`src/rtl/vx_mem_port_perf_mon.sv`:
```
// Per-port memory-interface performance monitor: snoops request/response handshakes and keeps
// read/write/latency counters per port and in aggregate, plus outstanding-read tracking.
module vx_mem_port_perf_mon #(
    parameter int NUM_PORTS = 1,
    parameter int CTR_BITS  = 44,
    parameter int PEND_BITS = 16,
    parameter int SATURATE  = 1
) (
    input  logic                                          clk,
    input  logic                                          reset,
    input  logic                                          enable,
    input  logic                                          clear,
    input  logic [NUM_PORTS-1:0]                          req_valid,
    input  logic [NUM_PORTS-1:0]                          req_ready,
    input  logic [NUM_PORTS-1:0]                          req_rw,
    input  logic [NUM_PORTS-1:0]                          rsp_valid,
    input  logic [NUM_PORTS-1:0]                          rsp_ready,
    output logic [NUM_PORTS*CTR_BITS-1:0]                 port_reads,
    output logic [NUM_PORTS*CTR_BITS-1:0]                 port_writes,
    output logic [NUM_PORTS*CTR_BITS-1:0]                 port_latency,
    output logic [NUM_PORTS*PEND_BITS-1:0]                port_pending,
    output logic [CTR_BITS-1:0]                           total_reads,
    output logic [CTR_BITS-1:0]                           total_writes,
    output logic [CTR_BITS-1:0]                           total_latency,
    output logic [PEND_BITS+$clog2(NUM_PORTS+1)-1:0]      peak_pending,
    output logic [NUM_PORTS-1:0]                          underflow_err
);

    localparam int CNT_W = $clog2(NUM_PORTS + 1);
    localparam int PK_W  = PEND_BITS + CNT_W;
    localparam int ACC_W = ((CTR_BITS > PK_W) ? CTR_BITS : PK_W) + 1;

    logic [NUM_PORTS-1:0] rd_fire, wr_fire, rsp_fire;

    logic [PEND_BITS-1:0] pend_q   [NUM_PORTS];
    logic [PEND_BITS-1:0] pend_d   [NUM_PORTS];
    logic [CTR_BITS-1:0]  reads_q  [NUM_PORTS];
    logic [CTR_BITS-1:0]  reads_d  [NUM_PORTS];
    logic [CTR_BITS-1:0]  writes_q [NUM_PORTS];
    logic [CTR_BITS-1:0]  writes_d [NUM_PORTS];
    logic [CTR_BITS-1:0]  lat_q    [NUM_PORTS];
    logic [CTR_BITS-1:0]  lat_d    [NUM_PORTS];
    logic [NUM_PORTS-1:0] uflow_q, uflow_d;
    logic [CTR_BITS-1:0]  tot_rd_q, tot_rd_d;
    logic [CTR_BITS-1:0]  tot_wr_q, tot_wr_d;
    logic [CTR_BITS-1:0]  tot_lat_q, tot_lat_d;
    logic [PK_W-1:0]      peak_q, peak_d;
    logic [CNT_W-1:0]     rd_cnt, wr_cnt;
    logic [PK_W-1:0]      lat_sum, pend_sum;

    assign rd_fire  = req_valid & req_ready & ~req_rw;
    assign wr_fire  = req_valid & req_ready & req_rw;
    assign rsp_fire = rsp_valid & rsp_ready;

    // The increment may be wider than the counter, so overflow is judged in a wider sum.
    function automatic logic [CTR_BITS-1:0] ctr_add(input logic [CTR_BITS-1:0] a,
                                                    input logic [ACC_W-1:0]    inc);
        logic [ACC_W-1:0] s;
        s = ACC_W'(a) + inc;
        if ((SATURATE != 0) && (s[ACC_W-1:CTR_BITS] != '0)) return '1;
        return s[CTR_BITS-1:0];
    endfunction

    always_comb begin
        uflow_d = uflow_q;
        for (int i = 0; i < NUM_PORTS; i++) begin
            pend_d[i] = pend_q[i];
            if (rd_fire[i] && !rsp_fire[i]) begin
                if (pend_q[i] != '1) pend_d[i] = pend_q[i] + PEND_BITS'(1);
            end else if (!rd_fire[i] && rsp_fire[i]) begin
                if (pend_q[i] == '0) uflow_d[i] = 1'b1;
                else                 pend_d[i] = pend_q[i] - PEND_BITS'(1);
            end
        end
    end

    always_comb begin
        rd_cnt   = '0;
        wr_cnt   = '0;
        lat_sum  = '0;
        pend_sum = '0;
        for (int i = 0; i < NUM_PORTS; i++) begin
            rd_cnt   = rd_cnt + CNT_W'(rd_fire[i]);
            wr_cnt   = wr_cnt + CNT_W'(wr_fire[i]);
            lat_sum  = lat_sum + PK_W'(pend_q[i]);
            pend_sum = pend_sum + PK_W'(pend_d[i]);
        end
    end

    // Latency accumulates the outstanding count held before this cycle's update.
    always_comb begin
        tot_rd_d  = tot_rd_q;
        tot_wr_d  = tot_wr_q;
        tot_lat_d = tot_lat_q;
        peak_d    = peak_q;
        for (int i = 0; i < NUM_PORTS; i++) begin
            reads_d[i]  = reads_q[i];
            writes_d[i] = writes_q[i];
            lat_d[i]    = lat_q[i];
        end
        if (clear) begin
            tot_rd_d  = '0;
            tot_wr_d  = '0;
            tot_lat_d = '0;
            peak_d    = '0;
            for (int i = 0; i < NUM_PORTS; i++) begin
                reads_d[i]  = '0;
                writes_d[i] = '0;
                lat_d[i]    = '0;
            end
        end else if (enable) begin
            for (int i = 0; i < NUM_PORTS; i++) begin
                reads_d[i]  = ctr_add(reads_q[i], ACC_W'(rd_fire[i]));
                writes_d[i] = ctr_add(writes_q[i], ACC_W'(wr_fire[i]));
                lat_d[i]    = ctr_add(lat_q[i], ACC_W'(pend_q[i]));
            end
            tot_rd_d  = ctr_add(tot_rd_q, ACC_W'(rd_cnt));
            tot_wr_d  = ctr_add(tot_wr_q, ACC_W'(wr_cnt));
            tot_lat_d = ctr_add(tot_lat_q, ACC_W'(lat_sum));
            peak_d    = (pend_sum > peak_q) ? pend_sum : peak_q;
        end
    end

    always_ff @(posedge clk) begin
        if (reset) begin
            uflow_q   <= '0;
            tot_rd_q  <= '0;
            tot_wr_q  <= '0;
            tot_lat_q <= '0;
            peak_q    <= '0;
            for (int i = 0; i < NUM_PORTS; i++) begin
                pend_q[i]   <= '0;
                reads_q[i]  <= '0;
                writes_q[i] <= '0;
                lat_q[i]    <= '0;
            end
        end else begin
            uflow_q   <= uflow_d;
            tot_rd_q  <= tot_rd_d;
            tot_wr_q  <= tot_wr_d;
            tot_lat_q <= tot_lat_d;
            peak_q    <= peak_d;
            for (int i = 0; i < NUM_PORTS; i++) begin
                pend_q[i]   <= pend_d[i];
                reads_q[i]  <= reads_d[i];
                writes_q[i] <= writes_d[i];
                lat_q[i]    <= lat_d[i];
            end
        end
    end

    for (genvar g = 0; g < NUM_PORTS; g++) begin : g_flat
        assign port_reads[g*CTR_BITS +: CTR_BITS]     = reads_q[g];
        assign port_writes[g*CTR_BITS +: CTR_BITS]    = writes_q[g];
        assign port_latency[g*CTR_BITS +: CTR_BITS]   = lat_q[g];
        assign port_pending[g*PEND_BITS +: PEND_BITS] = pend_q[g];
    end

    assign total_reads   = tot_rd_q;
    assign total_writes  = tot_wr_q;
    assign total_latency = tot_lat_q;
    assign peak_pending  = peak_q;
    assign underflow_err = uflow_q;

endmodule

```
`config.mk`:
```
export PLATFORM = sky130hd
export DESIGN_NAME = vx_mem_port_perf_mon
export DESIGN_NICKNAME = d
export VERILOG_FILES = /design/src/rtl/vx_mem_port_perf_mon.sv
export SDC_FILE = /design/constraint.sdc
export NUM_CORES = 1
export LEC_CHECK = 0
export ABC_AREA = 1
export BUFFER_PORTS_ARGS = -buffer_cell sky130_fd_sc_hd__buf_4
export CAP_MARGIN = 10
export CORE_ASPECT_RATIO = 1.5
export CORE_MARGIN = 2
export CORE_UTILIZATION = 53
export DETAILED_ROUTE_END_ITERATION = 16
export GPL_TIMING_DRIVEN = 1
export PLACE_DENSITY = 0.78
export SLEW_MARGIN = 20
export SYNTH_ARGS = -nofsm -noshare
export SYNTH_HDL_FRONTEND = slang
export SYNTH_SLANG_ARGS = --single-unit
export TNS_END_PERCENT = 10
```
`constraint.sdc`:
```
create_clock -name clk -period 3.07 [get_ports clk]
set_input_delay 0.614 -clock clk [delete_from_list [all_inputs] [get_ports clk]]
set_output_delay 0.614 -clock clk [all_outputs]
set_load 0.02 [all_outputs]
```
; Word-level counts from Yosys, hierarchy flattened
; Memory sizes are Yosys's and may differ from the RTL's.
; Cells that the tools add are included.
[word_totals]
register_bits = 149
mem_bits_rw = 148
input_bits = 9
out_inout_bits = 298
memories = 4
[mem_list]
columns = memory, depth, word_bits, rd, rd_clocked_by_memory_dff, wr, line
row1 = lat_q, 1, 44, 1, 0, 1, 41  ; logic [CTR_BITS-1:0] lat_q [NUM_PORTS];
row2 = reads_q, 1, 44, 1, 0, 1, 37  ; logic [CTR_BITS-1:0] reads_q [NUM_PORTS];
row3 = writes_q, 1, 44, 1, 0, 1, 39  ; logic [CTR_BITS-1:0] writes_q [NUM_PORTS];
row4 = pend_q, 1, 16, 1, 0, 1, 35  ; logic [PEND_BITS-1:0] pend_q [NUM_PORTS];
[op_classes]
n_addsub = 8
order_cmp = 1
n_eq_ne = 1
mux = 51
bitwise_logic = 6
n_reduce_logical = 12
[ops]
columns = cell, n
row1 = 44-bit 2-to-1 mux, 21
row2 = 44-bit by 1-bit adder with 45-bit output, 4
row3 = 44-bit OR reduction, 3
row4 = 44-bit by 16-bit adder with 45-bit output, 2
row5 = 16-bit 2-to-1 mux, 5
row6 = 1-bit 2-to-1 mux, 25
row7 = 16-bit by 1-bit adder with 16-bit output (second input constant), 1
row8 = 16-bit greater-than comparator, 1
row9 = 16-bit zero test, 1
row10 = 16-bit inequality test (second input constant), 1
row11 = 16-bit OR reduction, 1
row12 = 16-bit by 1-bit subtractor with 16-bit output (second input constant), 1
row13 = 1-bit bitwise AND, 4
row14 = 3-bit AND reduction, 1
row15 = 1-bit logical AND, 2
row16 = 1-bit zero test, 2
row17 = 1-bit inverter, 2
row18 = 2-bit AND reduction, 1
row19 = 2-bit OR reduction, 1

; Longest topological paths before layout
[logic_depth]
ltp_word = 10
mapped_depth = 27
mapped_depth_nobuf = 26

; Least setup slack after synthesis
; No wires, ideal clock.
[synth_path]
path_kind = reg2reg
startpoint = memory pend_q[0][4]
endpoint = register peak_q[11], in the netlist peak_pending[11]
setup_time_ns = 0.109
arrival_ns = 3.179
t_required_ns = 2.961
path_slack_ns = -0.218
stages_incl_launch_ff = 24
period_less_slack_ns = 3.288
path_cell_list = dfxtp_1 > clkbuf_1 > inv_1 > nor3_1 > nand2_1 > nor2_1 > nand4_1 > nand2_1 > nand3_1 > nand2_1 > inv_1 > ha_1 > nand2_1 > nor2_1 > nand4_1 > inv_1 > nand2_1 > nand2_1 > nand2_1 > inv_1 > buf_1 > nand3_1 > nand2_1 > inv_1
[synth_rtl]
columns = item, line
row1 = start: declaration, 35
row2 = end signal: assignment, 142  ; peak_q <= peak_d;
row3 = end: declaration, 47  ; logic [PK_W-1:0] peak_q, peak_d;

==> flow_summary_export.csv <==
group,metric,value,unit
run_status,outcome,"completed",
clock_tree,cts_max_path_buffers,3,
critical_path,path_max_fanout,8,
placement,dp.cells,3951,
synthesis,ys_seq_area_frac,0.3028,
sta,grt_setup_unrepaired,"true",
clock_tree,cts.sinks,297,
critical_path,reg2regPathDepth,24,
cells_and_area,drive_gt1_frac,0.1968,
synthesis,synth_fp_nets,3152,
critical_path,cp.required,3.49,ns
critical_path,endpoint,"peak_pending[0]",
grt,grt_overflow,0,
critical_path,critPathArrivalTime,3.45,ns
sta,tightest_slew,1.032,ns
detailed_routing,drc,0,
floorplanning,ios,307,
placement,dpl.hpwl,54000,microns
cells_and_area,final_cells,4025,
power,power.density,402.2,nW/um^2
clock_tree,path_clk_slew,0.07,ns
power,p_leak,10.93,nW
floorplanning,die_x,161.2,microns
critical_path,endpoint_kind,"flip-flop",
detailed_routing,viasPerCell,5.584,
min_path,hold_class,"input port to flip-flop",
grt,grt_pass1_vias,21690,
detailed_routing,firstDrtPassIters,6,
clock_tree,cts_buffers,34,
placement,routabilityCongestion,0.9912,
synthesis,yosysWarnings,0,
floorplanning,num_rows,86,
critical_path,reg2reg_from,"pend_q[0][1]",
floorplanning,start_util,0.5352,
power,power,10.16,mW
critical_path,critPathMostFrequentCell,"nand2_4",
sta,setup_viol,0,
critical_path,worstReg2RegEnd,"peak_pending[0]",
critical_path,crit_type,"flip-flop to flip-flop",
clock_tree,clock_latency,0.54,ns
cells_and_area,fill_cells,3258,
detailed_routing,ant_nets,0,
critical_path,startpoint,"pend_q[0][1]",
clock_tree,cts-htree-levels,2,
critical_path,crit_chain,"ha_4 -> nand2_2 -> inv_2 -> nand2_4 -> nor2_4 -> nand3_2 -> nor2_4 -> buf_12 -> nand2_4 -> xor2_1 -> nand2_1 -> nand2_2 -> inv_2 -> ha_4 -> nand2_4 -> nor2_4 -> nand4_1 -> nor2_1 -> nor2_2 -> nand2_4 -> inv_4 -> buf_12 -> o21ai_2 -> nor2_1",
placement,io_buffers,305,
detailed_routing,wire_per_inst,17.59,microns
power,ir_drop,0.5688,mV
clock_tree,cts_tree,"built",
cells_and_area,n_antenna_cell,0,
grt,antenna_found_initial,0,
detailed_routing,drt_iter0_markers,1607,
detailed_routing,vias,22480,
synthesis,syn_inst,3082,
sta,final-max-slew-violation-count,0,
critical_path,critPathMaxStageDelay,0.38,ns
grt,grt_pass1_wl,109600,microns
floorplanning,dieArea,38640,sq um
cells_and_area,layout.nets,3585,
cells_and_area,synthToLayoutAreaGrowth,28.59,%
synthesis,syn-cell-area,19640,sq um
sta,finClkSkew,0.01600,ns
grt,grt_util_all_layers,0.3514,
synthesis,ys_types,50,
sta,fin_crit_sh,0.9861,
sta,fin_crit,3.027,ns
synthesis,synth.ff_latch_count,297,
grt,grt_max_degree,101,
detailed_routing,wl,70820,microns
run,maxCapViolCount,0,
sta,hold_violations,0,
critical_path,slowest_stage,"dfxtp_4",
synthesis,syn_avg_cell_area,6.372,sq um
sta,fmax,0.3303,GHz
floorplanning,chipHeight,239.8,microns
sta,relSlewSlack,0.3121,
floorplanning,core-area,36690,sq um
critical_path,reg2reg_slack,0.04,ns
critical_path,critPathLaunchType,"flip-flop",
clock_tree,cts-root-buf,"clkbuf_16",
worst max-delay path, delay by kind of cell, from the launching register on:
kind | cells | cell delay [ns]
compound gates | 1 | 0.13
xor+xnor | 1 | 0.13
fa+ha+maj | 2 | 0.41
buf+inv | 5 | 0.43
flops | 1 | 0.38
simple gates | 15 | 1.40
metal layers:
| metal | vias up | global-route usage | part of all wire |
|---|---|---|---|
| met3 | 252 | 0.06580 | 0.071 |
| li1 | 10880 | - | - |
| met5 | - | 0 | 0 |
| met1 | 10430 | 0.3899 | 0.38 |
| met4 | 0 | 0.1891 | 0.057 |
| met2 | 916 | 0.6326 | 0.49 |
synthesized netlist by cell type (all sizes together):
| library cell | number | area [sq um] |
|---|---|---|
| and3b | 1 | 8.760 |
| and2 | 2 | 12.51 |
| dfxtp | 297 | 5946 |
| clkbuf | 45 | 168.9 |
| a21oi | 233 | 1256 |
| xor2 | 121 | 1060 |
| o2111ai | 1 | 8.760 |
| inv | 383 | 1440 |
| ha | 59 | 738.2 |
| nor3b | 9 | 78.83 |
| or2 | 8 | 50.05 |
| xnor2 | 52 | 455.4 |
| a21o | 1 | 7.510 |
| a31oi | 25 | 156.4 |
| nand3 | 210 | 1101 |
| fa | 2 | 40.04 |
| o21ba | 1 | 10.01 |
| o21ai | 126 | 630.6 |
| o211ai | 2 | 15.01 |
| nor2 | 410 | 1634 |
| nor4 | 12 | 75.07 |
| o22ai | 1 | 6.260 |
| o21bai | 8 | 60.06 |
| o21a | 3 | 22.52 |
| buf | 35 | 187.7 |
| nand4 | 103 | 650.6 |
| nor3 | 125 | 679.4 |
| nand3b | 21 | 157.7 |
| conb | 1 | 3.750 |
| a211oi | 3 | 22.52 |
| nand2 | 780 | 2943 |
| and3 | 2 | 12.51 |
flip-flops by register name, summed over array words and instances (netlist names):
| name | count |
|---|---|
| lat_q | 44 |
| peak_pending | 16 |
| pend_q | 16 |
| reads_q | 44 |
| total_latency | 44 |
| total_reads | 44 |
| total_writes | 44 |
| underflow_err | 1 |
| writes_q | 44 |
how the worst min path moves through the flow:
stage | start | end | slack [ns] | cells past startpoint
after floorplan | peak_pending[1] | peak_pending[1] | 0.55 | 2
after global placement | underflow_err | underflow_err | 0.47 | 1
after detailed placement | underflow_err | underflow_err | 0.49 | 1
after CTS | reset | pend_q[0][13] | 0.42 | 2
after global routing | reset | pend_q[0][8] | 0.42 | 2
final | reset | pend_q[0][13] | 0.43 | 2
power breakdown:
| part | internal, mW | switching (mW) | leakage (nW) |
|---|---|---|---|
| combinational | 0.629 | 0.943 | 7.90 |
| sequential | 3.92 | 0.0803 | 2.40 |
| clock | 2.81 | 1.77 | 0.618 |
| total | 7.36 | 2.80 | 10.9 |
per-stage QoR:
| step | TNS [ns] | hold slack (ns) | worst slack (ns) | area, sq um | util |
|---|---|---|---|---|---|
| 5_1_grt | -1.257 | 0.4228 | -0.1080 | 25250 | 0.6882 |
| 3_5_place_dp | -2.934 | 0.4876 | -0.2446 | 23510 | 0.6406 |
| 2_1_floorplan | 0 | 0.5546 | 0.007020 | 19660 | - |
| 4_1_cts | 0 | 0.4180 | 0.003720 | 24810 | 0.6762 |
| 3_3_place_gp | -1.662 | 0.4677 | -0.1576 | 23510 | 0.6406 |
| 6_report | 0 | 0.4324 | 0.04262 | 25250 | 0.6882 |
cells by family after synthesis:
kind of cell / count (synthesis) / synth area share
XOR/XNOR: 173 / 0.07715
AO/OA/AOI/OAI: 404 / 0.1118
adder cells (fa/ha/maj): 61 / 0.03963
AND/OR/NAND/NOR: 1683 / 0.3770
other: 1 / 0.0001909
flip-flops: 297 / 0.3028
buffers and inverters: 463 / 0.09149
cell type report:
class | instances | area [sq um] | area share
Multi-Input combinational cell | 2322 | 12250 | 0.4850
Tap cell | 484 | 605.6 | 0.02398
Clock inverter | 20 | 306.5 | 0.01214
Inverter | 383 | 1450 | 0.05742
Sequential cell | 297 | 5971 | 0.2364
Timing Repair Buffer | 477 | 3721 | 0.1474
Clock buffer | 42 | 952.2 | 0.03770
cell usage in the layout (no fill, tap or decap), types with 7 or more instances in the layout:
master and instances:
a21oi_1 202, a21oi_2 30, a31oi_1 25, buf_12 8, buf_4 462, bufinv_16 7, clkbuf_16 36, clkinv_2 8
dfxtp_1 287, ha_1 51, ha_4 8, inv_1 367, inv_2 12, nand2_1 752, nand2_2 22, nand3_1 199
nand3_2 9, nand3b_1 21, nand4_1 102, nor2_1 378, nor2_2 17, nor2_4 13, nor3_1 117, nor3b_1 8
nor4_1 12, o21ai_0 110, o21ai_1 12, o21bai_1 8, or2_2 8, xnor2_1 52, xor2_1 120
timing repair:
item,4_1_cts,5_1_grt
cloned,0,1
hold buffers,0,0
setup buffers,1,10
hold endpoints to repair,0,0
endpoints found under the setup margin,12,27
pin swaps,6,38
resized for setup,21,94
No activity file was read; power rests on OpenSTA's default activity.
